$ cat src/rtl/joy_sar_scanner.sv
// Joystick successive-approximation scanner: drives the DAC and SELA/SELB
// mux selects, reads the HILO comparator bit back, and latches a 6-bit axis
// value for each enabled channel.
module joy_sar_scanner #(
  parameter int unsigned SETTLE    = 2,
  parameter logic [3:0]  CHAN_MASK = 4'b1111
) (
  input  logic       clk,
  input  logic       reset_n,
  input  logic       start,
  input  logic       abort,
  input  logic       hilo,
  output logic [5:0] dac_out,
  output logic       sela,
  output logic       selb,
  output logic       dac_own,
  output logic       busy,
  output logic       done,
  output logic [5:0] joy0,
  output logic [5:0] joy1,
  output logic [5:0] joy2,
  output logic [5:0] joy3,
  output logic       aborted
);

  typedef enum logic [2:0] {
    IDLE,
    TRIAL,
    WAIT,
    SAMPLE,
    NEXTCH,
    FINISH
  } state_t;

  state_t          state_q, state_d;
  logic [5:0]      acc_q, acc_d;
  logic [2:0]      bit_q, bit_d;
  logic [3:0]      cnt_q, cnt_d;
  logic [1:0]      ch_q, ch_d;
  logic [1:0]      sel_q, sel_d;
  logic [5:0]      dac_q, dac_d;
  logic            own_q, own_d;
  logic            busy_q, busy_d;
  logic            done_q, done_d;
  logic            aborted_q, aborted_d;
  logic [3:0][5:0] joy_q, joy_d;

  logic [1:0]      firstCh;
  logic [1:0]      nextCh;
  logic            haveNext;
  logic [5:0]      bitMask;

  // Lowest enabled channel overall, and lowest enabled channel above the current one.
  always_comb begin
    firstCh  = 2'd0;
    nextCh   = 2'd0;
    haveNext = 1'b0;
    for (int i = 3; i >= 0; i--) begin
      if (CHAN_MASK[i]) begin
        firstCh = 2'(i);
        if (2'(i) > ch_q) begin
          nextCh   = 2'(i);
          haveNext = 1'b1;
        end
      end
    end
  end

  assign bitMask = 6'b1 << bit_q;

  // Next-state logic for the search; abort overrides everything outside IDLE.
  always_comb begin
    state_d   = state_q;
    acc_d     = acc_q;
    bit_d     = bit_q;
    cnt_d     = cnt_q;
    ch_d      = ch_q;
    sel_d     = sel_q;
    dac_d     = dac_q;
    own_d     = own_q;
    busy_d    = busy_q;
    done_d    = 1'b0;
    aborted_d = 1'b0;
    joy_d     = joy_q;

    case (state_q)
      IDLE: begin
        if (start) begin
          if (CHAN_MASK != 4'b0000) begin
            state_d = TRIAL;
            busy_d  = 1'b1;
            own_d   = 1'b1;
            ch_d    = firstCh;
            acc_d   = 6'd0;
            bit_d   = 3'd5;
          end else begin
            done_d = 1'b1;
          end
        end
      end
      TRIAL: begin
        dac_d   = acc_q | bitMask;
        sel_d   = ch_q;
        cnt_d   = 4'(SETTLE - 1);
        state_d = WAIT;
      end
      WAIT: begin
        cnt_d = cnt_q - 4'd1;
        if (cnt_q <= 4'd1) begin
          state_d = SAMPLE;
        end
      end
      SAMPLE: begin
        acc_d = hilo ? (acc_q | bitMask) : (acc_q & ~bitMask);
        if (bit_q == 3'd0) begin
          joy_d[ch_q] = acc_d;
          state_d     = NEXTCH;
        end else begin
          bit_d   = bit_q - 3'd1;
          state_d = TRIAL;
        end
      end
      NEXTCH: begin
        if (haveNext) begin
          ch_d    = nextCh;
          acc_d   = 6'd0;
          bit_d   = 3'd5;
          state_d = TRIAL;
        end else begin
          done_d  = 1'b1;
          busy_d  = 1'b0;
          own_d   = 1'b0;
          dac_d   = 6'd0;
          state_d = FINISH;
        end
      end
      FINISH: begin
        state_d = IDLE;
      end
      default: begin
        state_d = IDLE;
      end
    endcase

    if (abort && (state_q != IDLE)) begin
      state_d   = IDLE;
      aborted_d = 1'b1;
      done_d    = 1'b0;
      busy_d    = 1'b0;
      own_d     = 1'b0;
      dac_d     = 6'd0;
      joy_d     = joy_q;
    end
  end

  // State and output registers, cleared asynchronously.
  always_ff @(posedge clk or negedge reset_n) begin
    if (!reset_n) begin
      state_q   <= IDLE;
      acc_q     <= 6'd0;
      bit_q     <= 3'd5;
      cnt_q     <= 4'd0;
      ch_q      <= 2'd0;
      sel_q     <= 2'd0;
      dac_q     <= 6'd0;
      own_q     <= 1'b0;
      busy_q    <= 1'b0;
      done_q    <= 1'b0;
      aborted_q <= 1'b0;
      joy_q     <= '0;
    end else begin
      state_q   <= state_d;
      acc_q     <= acc_d;
      bit_q     <= bit_d;
      cnt_q     <= cnt_d;
      ch_q      <= ch_d;
      sel_q     <= sel_d;
      dac_q     <= dac_d;
      own_q     <= own_d;
      busy_q    <= busy_d;
      done_q    <= done_d;
      aborted_q <= aborted_d;
      joy_q     <= joy_d;
    end
  end

  assign dac_out = dac_q;
  assign sela    = sel_q[0];
  assign selb    = sel_q[1];
  assign dac_own = own_q;
  assign busy    = busy_q;
  assign done    = done_q;
  assign aborted = aborted_q;
  assign joy0    = joy_q[0];
  assign joy1    = joy_q[1];
  assign joy2    = joy_q[2];
  assign joy3    = joy_q[3];

endmodule

$ cat config.mk
export PLATFORM = sky130hd
export DESIGN_NAME = joy_sar_scanner
export DESIGN_NICKNAME = d
export VERILOG_FILES = /design/src/rtl/joy_sar_scanner.sv
export SDC_FILE = /design/constraint.sdc
export NUM_CORES = 1
export LEC_CHECK = 0
export BUFFER_PORTS_ARGS = -buffer_cell sky130_fd_sc_hd__buf_2
export CORE_MARGIN = 2
export CORE_UTILIZATION = 45
export DETAILED_ROUTE_END_ITERATION = 16
export GPL_TIMING_DRIVEN = 0
export HOLD_SLACK_MARGIN = 0.05
export PLACE_DENSITY = 0.66
export SLEW_MARGIN = 40
export SYNTH_ARGS = -nofsm -noshare
export SYNTH_HDL_FRONTEND = slang
export SYNTH_SLANG_ARGS = --single-unit
$ cat constraint.sdc
create_clock -name clk -period 2.4 [get_ports clk]
set_input_delay 0.48 -clock clk [delete_from_list [all_inputs] [get_ports clk]]
set_output_delay 0.48 -clock clk [all_outputs]
set_load 0.005 [all_outputs]
==> qor.csv, run 1 <==
metric,value,unit
synthCells,217,
hold_violations,0,
gp_congestion,0.774,
die_y,78.9,um
die_w,78.9,um
fp-row-count,27,
final_antenna_net_count,0,
synth_edf_count,0,
status,finished clean,
worstPathMaxFanout,6,
dr_total_vias,1715,
fmaxAchievable,481,MHz
tightest_slew,662,ps
cp_data_arrival_time,2270,ps
clk_transition_reported_paths,110,ps
io_pins,41,
cts_setup_buffers,0,
cts_resized,0,
finalCritPeriodShare,0.867,
synthTopCellsByCount,"dfrtp_1, mux2_2, nand2_1",
drc,0,
clockBufferDepth,2,
r2r-end,joy0[0],
drtIter0Drc,131,
max_cap_violations,0,
ir_drop,0.323,mV
numCtsBuffers,5,
avgViaCountPerCell,5.10,
tns,0,ps
p_leak,1.52,nW
overflow,0,
slew_viol_final,0,
path_class,register to register,
yosysSeqAreaShare,0.527,
yosys.area.top_type,dfrtp_1,
io_buffers,39,
setup_viol,0,
dieArea,6220,sq um
clockRootBuffer,clkbuf_8,
antenna_found_initial,0,
wirelength,4.71,mm
grt_pass1_wl,8.16,mm
synth_top_area_share,0.506,
grt_max_degree,54,
synth.most_common_cell,dfrtp_1,
dpl_cell_area,2810,sq um
ys_async_sr_fraction,1.00,
holdBufCountCts,0,
p_per_area,801,nW/um^2
avgRoutedWirePerCell,14.0,um
ys_types,33,
cts_tree,built,
clock_sinks,53,
dp_hpwl,3.34,mm
antenna-diode-count,0,
min_path_type,primary input to asynchronous set/reset pin,
max_slew_margin,0.559,
finClkSkew,14.0,ps
coreArea,5470,sq um
grt_pass1_vias,1698,
design_area,2910,sq um
required,2590,ps
r2r_slack,320,ps
end_kind,register,
ff2ff_path_depth,6,
nNetsFinal,281,
start_kind,register,
yosys_warnings,0,
rsz0062_at_grt,no,
syn_area,2520,sq um
h-tree-depth,2,
synthFlopType,dfrtp_1,
start_util,0.461,
avgSynthCellArea,11.6,sq um
firstDrtPassIters,4,
syn_to_final_growth,15.3,%
ys_top_cells_by_area,"dfrtp_1, mux2_2, ha_1",
timing.rr.start,bit_q[1],
grt_usage,0.168,
period_needed,2080,ps
synth_nets,235,
ys_ff_latch,53,
clock_latency,310,ps
drive_gt1_frac,0.345,
[power breakdown]
part / total, W / internal (W) / leakage, nW / switching [W]
Combinational: 0.000726 / 0.000303 / 0.749 / 0.000422
Sequential: 0.00107 / 0.000992 / 0.719 / 0.0000738
Clock: 0.000538 / 0.000219 / 0.0506 / 0.000320
[cell families after synthesis]
kind of cell / count (synthesis) / synth area share
buffers and inverters: 21 / 0.0342
adders and majority gates: 13 / 0.0645
DFF: 53 / 0.527
muxes: 40 / 0.176
and+or+nand+nor: 55 / 0.111
AOI/OAI and AO/OA: 33 / 0.0809
xor gates and xnor gates: 2 / 0.00695
[stage by stage]
step | instances | total power (W) | util | hold WS (ps) | setup WS [ps]
5_1_grt | 336 | 0.00250 | 0.531 | 248 | 119
2_1_floorplan | 217 | 0.00161 | - | 184 | 570
3_3_place_gp | 328 | 0.00179 | 0.513 | 484 | 359
4_1_cts | 336 | 0.00236 | 0.531 | 218 | 321
3_5_place_dp | 328 | 0.00181 | 0.513 | 488 | 333
6_report | 336 | 0.00233 | 0.531 | 193 | 320
[registers in the layout, indices dropped and copies added (netlist names)]
register  count
cnt_q         4
aborted       1
ch_q          2
bit_q         3
busy          1
state_q       3
joy2          6
acc_q         6
dac_out       6
joy3          6
joy0          6
done          1
sel_q         2
joy1          6
[placed cells by master (no fill, tap or decap), types with 2 or more instances in the layout]
master	n
nor2_1	9
xnor2_1	2
a22o_1	7
a21oi_1	10
buf_4	2
buf_2	41
clkbuf_1	4
nand3b_1	2
nand2b_1	4
o21ai_0	11
o31ai_1	2
clkbuf_8	5
dfstp_2	2
dfrtp_1	51
nor2b_1	4
nand2_1	20
inv_1	12
nor3_1	7
ha_1	13
mux2_2	34
mux2i_1	6
[how the worst max path moves through the flow]
| stage | start | end | slack [ps] | depth (start not counted) |
|---|---|---|---|---|
| 2_1_floorplan | bit_q[0] | joy0[0] | 570 | 6 |
| 4_1_cts | bit_q[0] | joy0[0] | 320 | 6 |
| 3_3_place_gp | bit_q[0] | joy0[2] | 360 | 6 |
| 6_report | bit_q[1] | joy0[0] | 320 | 6 |
| 3_5_place_dp | bit_q[0] | joy0[4] | 330 | 6 |
| 5_1_grt | bit_q[1] | joy2[0] | 120 | 6 |
[worst max-delay path: stages, from the launching register on]
cell,delay [ps]
dfrtp_1,430
inv_1,110
ha_1,200
nor2b_2,270
nor3b_2,330
nand2_1,280
mux2_2,340
[cell type report]
cell class              instances  area, sq um
fillers                       503         2560
inverters                      12         45.0
repair buffers                 39          198
flip-flops and latches         53         1330
clock inverters                 3         28.8
multi-input cells             143         1110
plain buffers                   9         41.3
well taps                      72         90.1
clock buffers                   5         68.8
[metal layers]
metal / wire length (um) / share of wire / vias to the layer above / track usage
met4: 18 / 0.0038 / 0 / 0.0569
li1: - / - / 838 / -
met3: 245 / 0.052 / 2 / 0.0443
met5: 0 / 0 / - / 0
met1: 2320 / 0.49 / 839 / 0.233
met2: 2130 / 0.45 / 36 / 0.256
No activity file was read; power rests on OpenSTA's default activity.
==> run 2: changes to the inputs <==
--- a/config.mk
+++ b/config.mk
@@ -5,8 +5,8 @@
 export SDC_FILE = /design/constraint.sdc
 export NUM_CORES = 1
 export LEC_CHECK = 0
+export ABC_AREA = 1
 export BUFFER_PORTS_ARGS = -buffer_cell sky130_fd_sc_hd__buf_2
-export CORE_MARGIN = 2
 export CORE_UTILIZATION = 45
 export DETAILED_ROUTE_END_ITERATION = 16
 export GPL_TIMING_DRIVEN = 0
==> run 2 against run 1 <==
Effect of this change:
- critical path type unchanged
- maximum frequency up 24%
- critical endpoint unchanged
- synthesized area up 1.2%
- synthesized cell count up 41%
- largest cell class unchanged
==> qor.csv, run 2 <==
metric,value,unit
grt_usage,0.193,
r2r-end,joy0[0],
die_w,77.3,um
die_y,77.3,um
design_area,2940,sq um
synth_top_area_share,0.500,
grt_max_degree,54,
p_leak,1.69,nW
synthCells,307,
nNetsFinal,372,
ys_top_cells_by_area,"dfrtp_1, nand2_1, ha_1",
yosys.area.top_type,dfrtp_1,
avgSynthCellArea,8.31,sq um
clockRootBuffer,clkbuf_8,
hold_violations,0,
max_slew_margin,0.558,
avgViaCountPerCell,4.83,
clock_latency,310,ps
p_per_area,954,nW/um^2
finClkSkew,10.8,ps
period_needed,1680,ps
slew_viol_final,0,
synth.most_common_cell,nand2_1,
avgRoutedWirePerCell,12.3,um
drive_gt1_frac,0.175,
setup_viol,0,
syn_area,2550,sq um
synth_nets,325,
cts_tree,built,
io_buffers,40,
dpl_cell_area,2850,sq um
status,finished clean,
timing.rr.start,bit_q[0],
end_kind,register,
holdBufCountCts,0,
dr_total_vias,2058,
grt_pass1_vias,2028,
grt_pass1_wl,8.98,mm
coreArea,5470,sq um
yosysSeqAreaShare,0.521,
cp_data_arrival_time,1890,ps
final_antenna_net_count,0,
cp-endpoint,joy0[0],
io_pins,41,
dp_hpwl,3.85,mm
ys_async_sr_fraction,1.00,
wirelength,5.25,mm
tightest_slew,663,ps
worstPathMaxFanout,6,
dieArea,5980,sq um
drc,0,
synth_edf_count,0,
min_path_type,primary input to asynchronous set/reset pin,
antenna_found_initial,0,
ff2ff_path_depth,8,
ys_ff_latch,53,
cts_resized,0,
firstDrtPassIters,4,
finalCritPeriodShare,0.698,
synthFlopType,dfrtp_1,
h-tree-depth,2,
overflow,0,
path_class,register to register,
start_util,0.466,
ir_drop,0.411,mV
clock_sinks,53,
power,0.00280,W
gp_congestion,0.840,
clockBufferDepth,2,
r2r_slack,720,ps
ys_types,23,
numCtsBuffers,5,
start_kind,register,
fmaxAchievable,597,MHz
synthTopCellsByCount,"nand2_1, dfrtp_1, inv_1",
fp-row-count,27,
layout_common_cells,"nand2_1, dfrtp_1, inv_1",
final_common_cell,nand2_1,
required,2610,ps
crit_path_start,bit_q[0],
cts_setup_buffers,0,
antenna-diode-count,0,
tns,0,ps
max_cap_violations,0,
rsz0062_at_grt,no,
syn_to_final_growth,15.0,%
clk_transition_reported_paths,90,ps
yosys_warnings,0,
drtIter0Drc,77,
## run 2: logic make-up after synthesis
logic type	Yosys count	share of synthesized area
and+or+nand+nor	164	0.281
DFF	53	0.521
buffers and inverters	44	0.0662
AOI/OAI and AO/OA	32	0.0647
adders and majority gates	13	0.0637
xor gates and xnor gates	1	0.00343
## run 2: worst max-delay path, stage by stage (launching register included)
cell     delay, ps
dfstp_2        580
inv_1           90
ha_1           210
nand2_1        190
nand2_1        110
o21ai_0        130
inv_1          140
nand2_1         90
nand2_1         50
## run 2: how the worst min path moves through the flow
stage | end | from | slack [ps]
floorplan | aborted | reset_n | 180
global route | cnt_q[0] | reset_n | 250
global placement | joy3[3] | joy3[3] | 460
finish | dac_out[5] | reset_n | 200
detailed placement | joy1[5] | joy1[5] | 460
CTS | cnt_q[1] | reset_n | 230
## run 2: metal layers
metal / global-route usage / up-vias / share of wire
met3: 0.0369 / 3 / 0.031
met4: 0.0755 / 0 / 0.0084
met2: 0.321 / 35 / 0.47
met1: 0.247 / 972 / 0.49
li1: - / 1048 / -
met5: 0 / - / 0
## run 2: cell type report
type | count | area [sq um]
clock inverter | 1 | 7.51
inverter | 43 | 161
buffer | 1 | 7.51
sequential | 53 | 1330
clock buffer | 6 | 82.6
multi-input combinational | 210 | 1050
timing repair buffer | 40 | 203
tap | 72 | 90.1
fill | 541 | 2540
## run 2: power breakdown
group	total [W]	internal (W)	switching, W
sequential	0.00121	0.00108	0.000133
combinational	0.00107	0.000349	0.000723
clock	0.000516	0.000229	0.000287
total	0.00280	0.00166	0.00114
## run 2: through the flow
step	util	setup WS, ps	hold WS (ps)	cells
floorplan	-	946	184	307
detailed placement	0.520	730	460	419
global placement	0.519	719	457	419
finish	0.536	724	198	426
CTS	0.536	714	229	426
global route	0.536	499	249	426
